[config.mk]
export PLATFORM = sky130hd
export DESIGN_NAME = nibble_packer
export DESIGN_NICKNAME = d
export VERILOG_FILES = /design/src/rtl/a51_pkg.sv /design/src/rtl/nibble_write_decoder.sv /design/src/rtl/nibble_packer.sv
export SDC_FILE = /design/constraint.sdc
export NUM_CORES = 1
export LEC_CHECK = 0
export BUFFER_PORTS_ARGS = -buffer_cell sky130_fd_sc_hd__buf_2
export CAP_MARGIN = 20
export CELL_PAD_IN_SITES_DETAIL_PLACEMENT = 0
export CELL_PAD_IN_SITES_GLOBAL_PLACEMENT = 1
export CORE_ASPECT_RATIO = 0.7
export CORE_UTILIZATION = 46
export CTS_CLUSTER_SIZE = 10
export DETAILED_ROUTE_END_ITERATION = 16
export PLACE_DENSITY = 0.83
export SLEW_MARGIN = 20
export SYNTH_ARGS = -nofsm -noshare
export SYNTH_HDL_FRONTEND = slang
export SYNTH_HIERARCHICAL = 1
export SYNTH_SLANG_ARGS = --single-unit
[constraint.sdc]
create_clock -name clock -period 4 [get_ports clock]
set_input_delay 0.2 -clock clock [delete_from_list [all_inputs] [get_ports clock]]
set_output_delay 0.2 -clock clock [all_outputs]
set_load 0.02 [all_outputs]
[src/rtl/a51_pkg.sv]
// Shared constants and FSM encoding for the A5/1 nibble datapath
// (nibble-select mux on the read side, nibble_packer on the write side).
package a51_pkg;

  localparam int NIBBLE_W = 4;
  localparam int NIBBLES  = 32;
  localparam int IDX_W    = 5;
  localparam int BLOCK_W  = NIBBLE_W * NIBBLES;
  localparam int CNT_W    = IDX_W + 1;

  typedef enum logic {
    FILL = 1'b0,
    FULL = 1'b1
  } pk_state_e;

endpackage

[src/rtl/nibble_write_decoder.sv]
// Write side of the nibble-select mux: 5->32 one-hot enable decode gated by
// accept, with one 4-bit register slice per enable. clear zeroes the block.
module nibble_write_decoder
  import a51_pkg::*;
(
  input  logic                clock,
  input  logic                resetn,
  input  logic                accept,
  input  logic                clear,
  input  logic [IDX_W-1:0]    idx,
  input  logic [NIBBLE_W-1:0] nibble,
  output logic [BLOCK_W-1:0]  block
);

  logic [NIBBLES-1:0] wr_en;

  always_comb begin
    wr_en = '0;
    for (int k = 0; k < NIBBLES; k++) begin
      wr_en[k] = accept && (idx == IDX_W'(k));
    end
  end

  for (genvar g = 0; g < NIBBLES; g++) begin : g_slice
    logic [NIBBLE_W-1:0] slice_q;

    always_ff @(posedge clock or negedge resetn) begin
      if (!resetn) begin
        slice_q <= '0;
      end else if (clear) begin
        slice_q <= '0;
      end else if (wr_en[g]) begin
        slice_q <= nibble;
      end
    end

    assign block[g*NIBBLE_W +: NIBBLE_W] = slice_q;
  end

endmodule

[src/rtl/nibble_packer.sv]
// Packs a nibble stream LSB-first into 128-bit blocks. Optional partial-block
// flush is built only when NIBBLE_PACKER_FLUSH_EN is defined.
// Handshakes: a transfer happens on a rising edge where valid && ready; the
// sender holds data stable while valid && !ready, ready never depends on valid.
module nibble_packer
  import a51_pkg::*;
(
  input  logic                clock,
  input  logic                resetn,
  input  logic [NIBBLE_W-1:0] in_nibble,
  input  logic                in_valid,
  output logic                in_ready,
  output logic [BLOCK_W-1:0]  block,
  output logic [CNT_W-1:0]    block_count,
  output logic                block_valid,
  input  logic                block_ready,
  output logic                fsm_state
`ifdef NIBBLE_PACKER_FLUSH_EN
  ,
  input  logic                flush
`endif
);

  pk_state_e            state_q;
  logic [IDX_W-1:0]     idx_q;
  logic [CNT_W-1:0]     count_q;
  logic                 accept;
  logic                 consume;
  logic                 last;
  logic                 flush_req;

  assign accept  = in_valid && (state_q == FILL);
  assign consume = block_ready && (state_q == FULL);
  assign last    = accept && (idx_q == IDX_W'(NIBBLES - 1));

`ifdef NIBBLE_PACKER_FLUSH_EN
  // An empty block (no slot written and none arriving) is never flushed.
  assign flush_req = flush && (state_q == FILL) && (accept || (idx_q != '0));
`else
  assign flush_req = 1'b0;
`endif

  always_ff @(posedge clock or negedge resetn) begin
    if (!resetn) begin
      state_q <= FILL;
      idx_q   <= '0;
      count_q <= '0;
    end else begin
      case (state_q)
        FILL: begin
          if (accept) begin
            idx_q <= idx_q + 1'b1;
          end
          // Count covers the nibble accepted this cycle, so idx 31 gives 32.
          if (last || flush_req) begin
            state_q <= FULL;
            idx_q   <= '0;
            count_q <= CNT_W'(idx_q) + CNT_W'(accept);
          end
        end
        FULL: begin
          if (block_ready) begin
            state_q <= FILL;
            idx_q   <= '0;
            count_q <= '0;
          end
        end
        default: begin
          state_q <= FILL;
          idx_q   <= '0;
          count_q <= '0;
        end
      endcase
    end
  end

  nibble_write_decoder u_wr_dec (
    .clock  (clock),
    .resetn (resetn),
    .accept (accept),
    .clear  (consume),
    .idx    (idx_q),
    .nibble (in_nibble),
    .block  (block)
  );

  assign in_ready    = (state_q == FILL);
  assign block_valid = (state_q == FULL);
  assign block_count = count_q;
  assign fsm_state   = state_q;

endmodule

=== Yosys cells after proc, flatten, opt, wreduce, memory -nomap -nowiden ===
Index checks and enable logic that the tools add are counted.

* Flip-flop bits (word level): 140
* Latch bits: 0
* RAM bits: 0
* Memory bits (read-only): 0
* Memories: 0

* Add/subtract/negate cells: 2
* $mul: 0
* Div/mod/pow operators: 0
* Order comparisons: 0
* Eq/ne operators: 34
* Shift operators: 0
* Muxes and demuxes: 74
* Bitwise gates (word level): 1
* Reductions and logical operators: 69

{| class="wikitable"
|+ Operators with widths
! kind !! count
|-
| $mux W4 || 64
|-
| $eq A5 B5 Y1 const B || 16
|-
| $reduce_bool A2 Y1 || 32
|-
| $eq A5 B4 Y1 const B || 8
|-
| $logic_and A1 B1 Y1 || 34
|-
| $eq A5 B3 Y1 const B || 4
|-
| $mux W5 || 3
|-
| $mux W6 || 2
|-
| $pmux W6 S2 || 1
|-
| $eq A5 B2 Y1 const B || 2
|-
| $pmux W5 S2 || 1
|-
| $add A5 B1 Y6 || 1
|-
| $add A5 B1 Y5 const B || 1
|-
| $eq A5 B1 Y1 const B || 1
|-
| $logic_not A5 Y1 || 1
|-
| $reduce_and A2 Y1 || 2
|-
| $ne A3 B1 Y1 const B || 1
|-
| $mux W1 || 2
|-
| $ne A2 B1 Y1 const B || 1
|-
| $ne A2 B2 Y1 const B || 1
|-
| $pmux W1 S2 || 1
|-
| $not A1 Y1 || 1
|}

=== Longest topological paths before layout ===
* Word-level depth: 5
* Depth in mapped cells: 7
* Depth with buffers taken out: 6

=== Hierarchy ===
Netlist, hierarchy kept.

{| class="wikitable"
|+ By module, submodules not included
! module !! instances !! cells each !! area each (um2)
|-
| nibble_write_decoder || 1 || 462 || 5689.2
|-
| nibble_packer || 1 || 64 || 625.6
|}

=== Least setup slack after synthesis ===
Ideal clock, no wire load.

* Kind: flip-flop to flip-flop
* Start point: register idx_q[1]
* End point: register idx_q[3]
* Setup time: 0.083 ns
* Arrival time: 1.835 ns
* Required time: 3.917 ns
* Setup slack: 2.083 ns
* Cell stages (with the launch flop): 7
* Path buffers: 0
* Period minus slack after synthesis: 1.917 ns
* Path through: dfrtp_1 > ha_1 > and3_1 > ha_1 > or3b_1 > or3_1 > o21ai_0

* Cells in the longest elaborated chain, start to end: 4
* Elaborated cells on any way between the ends: 8
* Those cells by class: add/sub (1); eq/ne (2); mux (3); reduce/logical (2)

{| class="wikitable"
|+ RTL lines
! element !! line !! text
|-
| start: declaration || nibble_packer.sv:25 || <nowiki>logic [IDX_W-1:0] idx_q;</nowiki>
|-
| start signal: assignment || nibble_packer.sv:52 || <nowiki>idx_q <= idx_q + 1'b1;</nowiki>
|-
| $add A5 B1 Y5 / $eq A5 B5 Y1 (equally long branches) || nibble_packer.sv:52, nibble_packer.sv:34 ||
|-
| $mux W5 / $logic_and A1 B1 Y1 (equally long branches) || nibble_packer.sv:51, nibble_packer.sv:34 ||
|-
| $mux W5 / $ne A3 B1 Y1 (equally long branches) || - ||
|-
| $pmux W5 S2 / $reduce_and A2 Y1 (equally long branches) || - ||
|}

Several ways; a longest one is shown, not always the timed one. The select of a mux whose other input is x is not followed.
A chain may end at the register's enable or synchronous reset.

=== Worst setup path in the final report ===
* Start point: register state_q (netlist: block_valid)
* End point: register u_wr_dec.g_slice[29].slice_q[1]

* Elaborated cells on any way between the ends: 6
* Those cells by class: mux (1); bitwise (1); reduce/logical (4)

{| class="wikitable"
|+ RTL lines
! element !! line !! text
|-
| start: declaration || nibble_packer.sv:24 || <nowiki>pk_state_e state_q;</nowiki>
|-
| start signal: assignment || nibble_packer.sv:45 || <nowiki>state_q <= FILL;</nowiki>
|-
| start signal: assignment || nibble_packer.sv:56 || <nowiki>state_q <= FULL;</nowiki>
|-
| start signal: assignment || nibble_packer.sv:63 || <nowiki>state_q <= FILL;</nowiki>
|-
| $logic_and A1 B1 Y1 (*) || nibble_packer.sv:33 || <nowiki>assign consume = block_ready && (state_q == FULL);</nowiki>
|-
| named net consume || nibble_packer.sv:28 || <nowiki>logic consume;</nowiki>
|-
| $mux W4 / $reduce_bool A2 Y1 (equally long branches) || - ||
|-
| end signal: assignment || nibble_write_decoder.sv:33 || <nowiki>slice_q <= nibble;</nowiki>
|-
| end: declaration || nibble_write_decoder.sv:25 || <nowiki>logic [NIBBLE_W-1:0] slice_q;</nowiki>
|}

Mark *: on every way through the listed nets, which the timed path passes. The rest lies on a longest branch.

==> results.md <==
- Counting along the longest clock path gives a buffer depth of 2.
- Summed over all failing endpoints, the final setup total negative slack is 0 ns.
- The vias after detailed routing is 4414.
- The source-to-sink clock delay at the later pin of the worst-skew pair is about 0.41 ns.
- Of the total power, registers draw 0.399.
- The cell-internal power is 0.00342 W.
- After detailed routing, the total wire length is 15300 um.
- The number of nets in the synthesized netlist is 538.
- The x dimension of the die is 142 um.
- The dominant cell type by area after synthesis is sky130_fd_sc_hd__dfrtp_1.
- The DRC violation count after routing is 0.
- The remaining global-route overflow is 0.
- The die covers between 10000 and 15000 sq um.
- For the final database, setup skew stands at 0.00954 ns.
- The worst pin sits at a relative slew slack of 0.396.
- The worst voltage drop across the vdd grid is 324 uV.
- The top fanout value on the critical path is 93.
- The start point of the worst min-delay path is in_valid.
- The mean number of vias per cell is 5.12.
- Leaving out fill and tap cells, the most frequent cell in the layout is sky130_fd_sc_hd__buf_2.
- The signal on the critical path passes through nand2_1, inv_2, buf_4, nand2b_1, buf_4, mux2i_1.
- The share of flip-flops with an asynchronous set or reset after synthesis is 1.00.
- The met3 routed wirelength is 925 um.
- The area added between synthesis and finish is 23.7%.
- Setup violations remaining at the end of the flow were counted as 0.
- The wire-length estimate of the detail-placed layout is 10100 um.
- Entering global routing, the biggest net connects 114 pins.
- The share of the Yosys chip area taken by registers is 0.555.
- The design draws 0.00540 W.
- The signal arrival time at the worst endpoint is 3.02 ns.
- The root buffer cell is sky130_fd_sc_hd__clkbuf_16.
- The worst setup path is launched from a flop.
- The number of clock sinks is 140.
- The final worst-path cycle share is 0.690.
- In this design, the stage delay of the slowest critical-path cell is between 0.6 and 0.7 ns.
- Setup repair after global routing left no endpoint under its margin.
- The combinational share of power is 0.312.
- The share of synthesized area in the top cell type comes to 0.555.
- The run finished with clean final reports.
- The met2 routed wirelength is roughly 6800 um.
- The routability congestion estimate is 0.796.
- The effective utilization at floorplan is 0.476.
- The startpoint identified for the worst register-to-register timing path is block_valid.
- The switching share of power is 0.366.
- The final layout contains 676 nets.
- The number of max-slew violations in the final report is 0.
- The antenna diode count is 0.
- The post-cts repair resize count is 0.
- The clock tree from TritonCTS is done.
- STA classifies the critical path endpoint as a flop.
- The launching instance or port of the critical path is block_valid.
- The floorplan has 35 rows.
- The core region is roughly 13000 sq um.
- The die boundary height is about 100 um.
- In the post-synthesis netlist, the biggest area contributors are sky130_fd_sc_hd__dfrtp_1, sky130_fd_sc_hd__mux2i_1, sky130_fd_sc_hd__nand2b_1.
- Of the total power, the clock network draws 0.289.
- During I/O placement, the number of pins put on the boundary was 145.
- The total CTS buffers is 17.
- The clock-pin slew on the worst setup and hold paths is 0.06 ns.
- The dominant synthesized flop cell is sky130_fd_sc_hd__dfrtp_1.
- Across the run, the number of max-cap violations was 0.
- The average cell area after synthesis is 12.0 sq um.
- In the final routed layout, each cell accounts on average for ~18 um.
- The highest attainable clock frequency is 363 MHz.
- Across every metal layer, demand over resource in global routing totals 0.230.
- STA puts the critical path data required time at 4.26 ns.
- In this run the worst hold path is classified as input port to flop.
- In the final layout, the share of cells above drive strength 1 is 0.281.
- For this run, the detailed router's first-pass iteration total came to 4.
- The number of enable-type register cells in the synthesized netlist is 0.
- The final hold violation count is 0.
- In this run the static leakage power is about 4.6 nW.
- The global-route wire length before repair is about 24000 um.
- Synthesis instantiated 32 different standard cells from the library.
- At the pin with the least slew margin, the transition time is 0.906 ns.
- Synthesis produced a netlist whose cell count is 526.
- The net load switching power is 0.00198 W.
- The cell area power density is roughly 690 nW/um^2.
- The cell that appears most often on the critical path is sky130_fd_sc_hd__buf_4.
- For this block, the initial DRC count from the detailed router was 268.
- During synthesis, Yosys emitted a total of 6 warnings.
- The number of nets still failing antenna checks after routing is 0.
- The initial antenna violation count came to 0.
- The via count of the first global-routing pass was 4421.
- The post-synthesis instance area is 6310 sq um.
- Synthesis inferred 140 register bits.
- In the final routing, the length of wire on met1 measures around 7500 um.
- Leaving out fill and tap cells, the most frequent cells in the layout are sky130_fd_sc_hd__buf_2, sky130_fd_sc_hd__dfrtp_1, sky130_fd_sc_hd__nand2b_1.
- The highest metal layer with signal wires is met4.
- The H-tree generated during clock tree synthesis spans 4 levels.
- The critical-path cell with the highest stage delay is sky130_fd_sc_hd__buf_4.
- The critical path in this run is classified as flop to flop.
- The number of port buffers is 144.
- The shortest period the worst path allows is ~2.8 ns.
- The final core area utilization is 0.588.
==> cells by family (layout without fill, tap and decap cells) <==
| logic type | after synthesis | count (layout) | synth area share |
|---|---|---|---|
| XOR/XNOR | 3 | 3 | 0.00416 |
| adder cells (fa/ha/maj) | 4 | 4 | 0.00793 |
| buffers and inverters | 38 | 189 | 0.0266 |
| multiplexers | 129 | 129 | 0.204 |
| flip-flops | 140 | 140 | 0.555 |
| AND/OR/NAND/NOR | 200 | 200 | 0.191 |
| AO/OA/AOI/OAI | 12 | 12 | 0.0115 |
==> cells in the mapped netlist, types with 3 or more instances <==
cell                         n
sky130_fd_sc_hd__and4b_1     3
sky130_fd_sc_hd__and4bb_2    3
sky130_fd_sc_hd__buf_2      14
sky130_fd_sc_hd__clkbuf_1   17
sky130_fd_sc_hd__dfrtp_1   140
sky130_fd_sc_hd__ha_1        4
sky130_fd_sc_hd__inv_1       5
sky130_fd_sc_hd__mux2i_1   129
sky130_fd_sc_hd__nand2_1    38
sky130_fd_sc_hd__nand2b_1  133
sky130_fd_sc_hd__nand3_1     9
sky130_fd_sc_hd__o21ai_0     6
==> metal layers <==
layer  track usage  vias up
li1              -     2044
met1         0.345     2231
met2         0.318      131
met4        0.0769        0
met5             0        -
met3        0.0654        8
==> what timing repair did <==
action,CTS,global route
hold buffers,2,0
setup buffers,0,0
hold endpoints to repair,21,0
==> path summary, 6_finish.rpt <==
kind / endpoint / slack (ns) / cells past startpoint
min in group asynchronous: u_wr_dec/g_slice[5].slice_q[1] / 0.46 / 2
setup reg to reg: u_wr_dec/g_slice[29].slice_q[1] / 1.24 / 6
hold / removal: idx_q[0] / 0.23 / 3
max in group asynchronous: u_wr_dec/g_slice[9].slice_q[2] / 2.60 / 3
hold reg to reg: block_count[1] / 0.52 / 2
setup / recovery: u_wr_dec/g_slice[29].slice_q[1] / 1.24 / 6
==> power by group through the flow <==
stage | Clock [W] | Sequential, W | Combinational [W]
floorplan | 0 | 0.00265 | 0.000562
global placement | 0 | 0.00216 | 0.00166
detailed placement | 0 | 0.00218 | 0.00169
CTS | 0.00160 | 0.00216 | 0.00170
global route | 0.00166 | 0.00222 | 0.00183
finish | 0.00156 | 0.00216 | 0.00169
==> per-stage QoR <==
stage | cell area (sq um) | instances | setup slack (ns) | hold slack (ns)
floorplan | 6310 | 526 | 2.08 | -0.0956
global placement | 7160 | 827 | 1.25 | 0.415
detailed placement | 7190 | 828 | 1.25 | 0.421
CTS | 7810 | 862 | 1.24 | 0.212
global route | 7810 | 862 | 0.954 | 0.224
finish | 7810 | 862 | 1.24 | 0.234
==> worst max-delay path, delay by kind of cell (launching register included) <==
kind	cells	cell delay, ns
buffers and inverters	3	1.51
DFF	1	0.47
and+or+nand+nor	2	0.44
muxes	1	0.14
==> sequential cells by signal, indices dropped and copies added (netlist names) <==
name                      flops
block_valid                   1
idx_q                         5
block_count                   6
u_wr_dec/g_slice.slice_q    128
==> cell type report <==
type / instances / area [sq um]
Clock inverter: 13 / 141
Inverter: 5 / 18.8
Sequential cell: 140 / 3500
Timing Repair Buffer: 152 / 815
Clock buffer: 19 / 453
Fill cell: 1153 / 5460
Tap cell: 185 / 231
Multi-Input combinational cell: 348 / 2650
(Power assumes the default switching activity.)
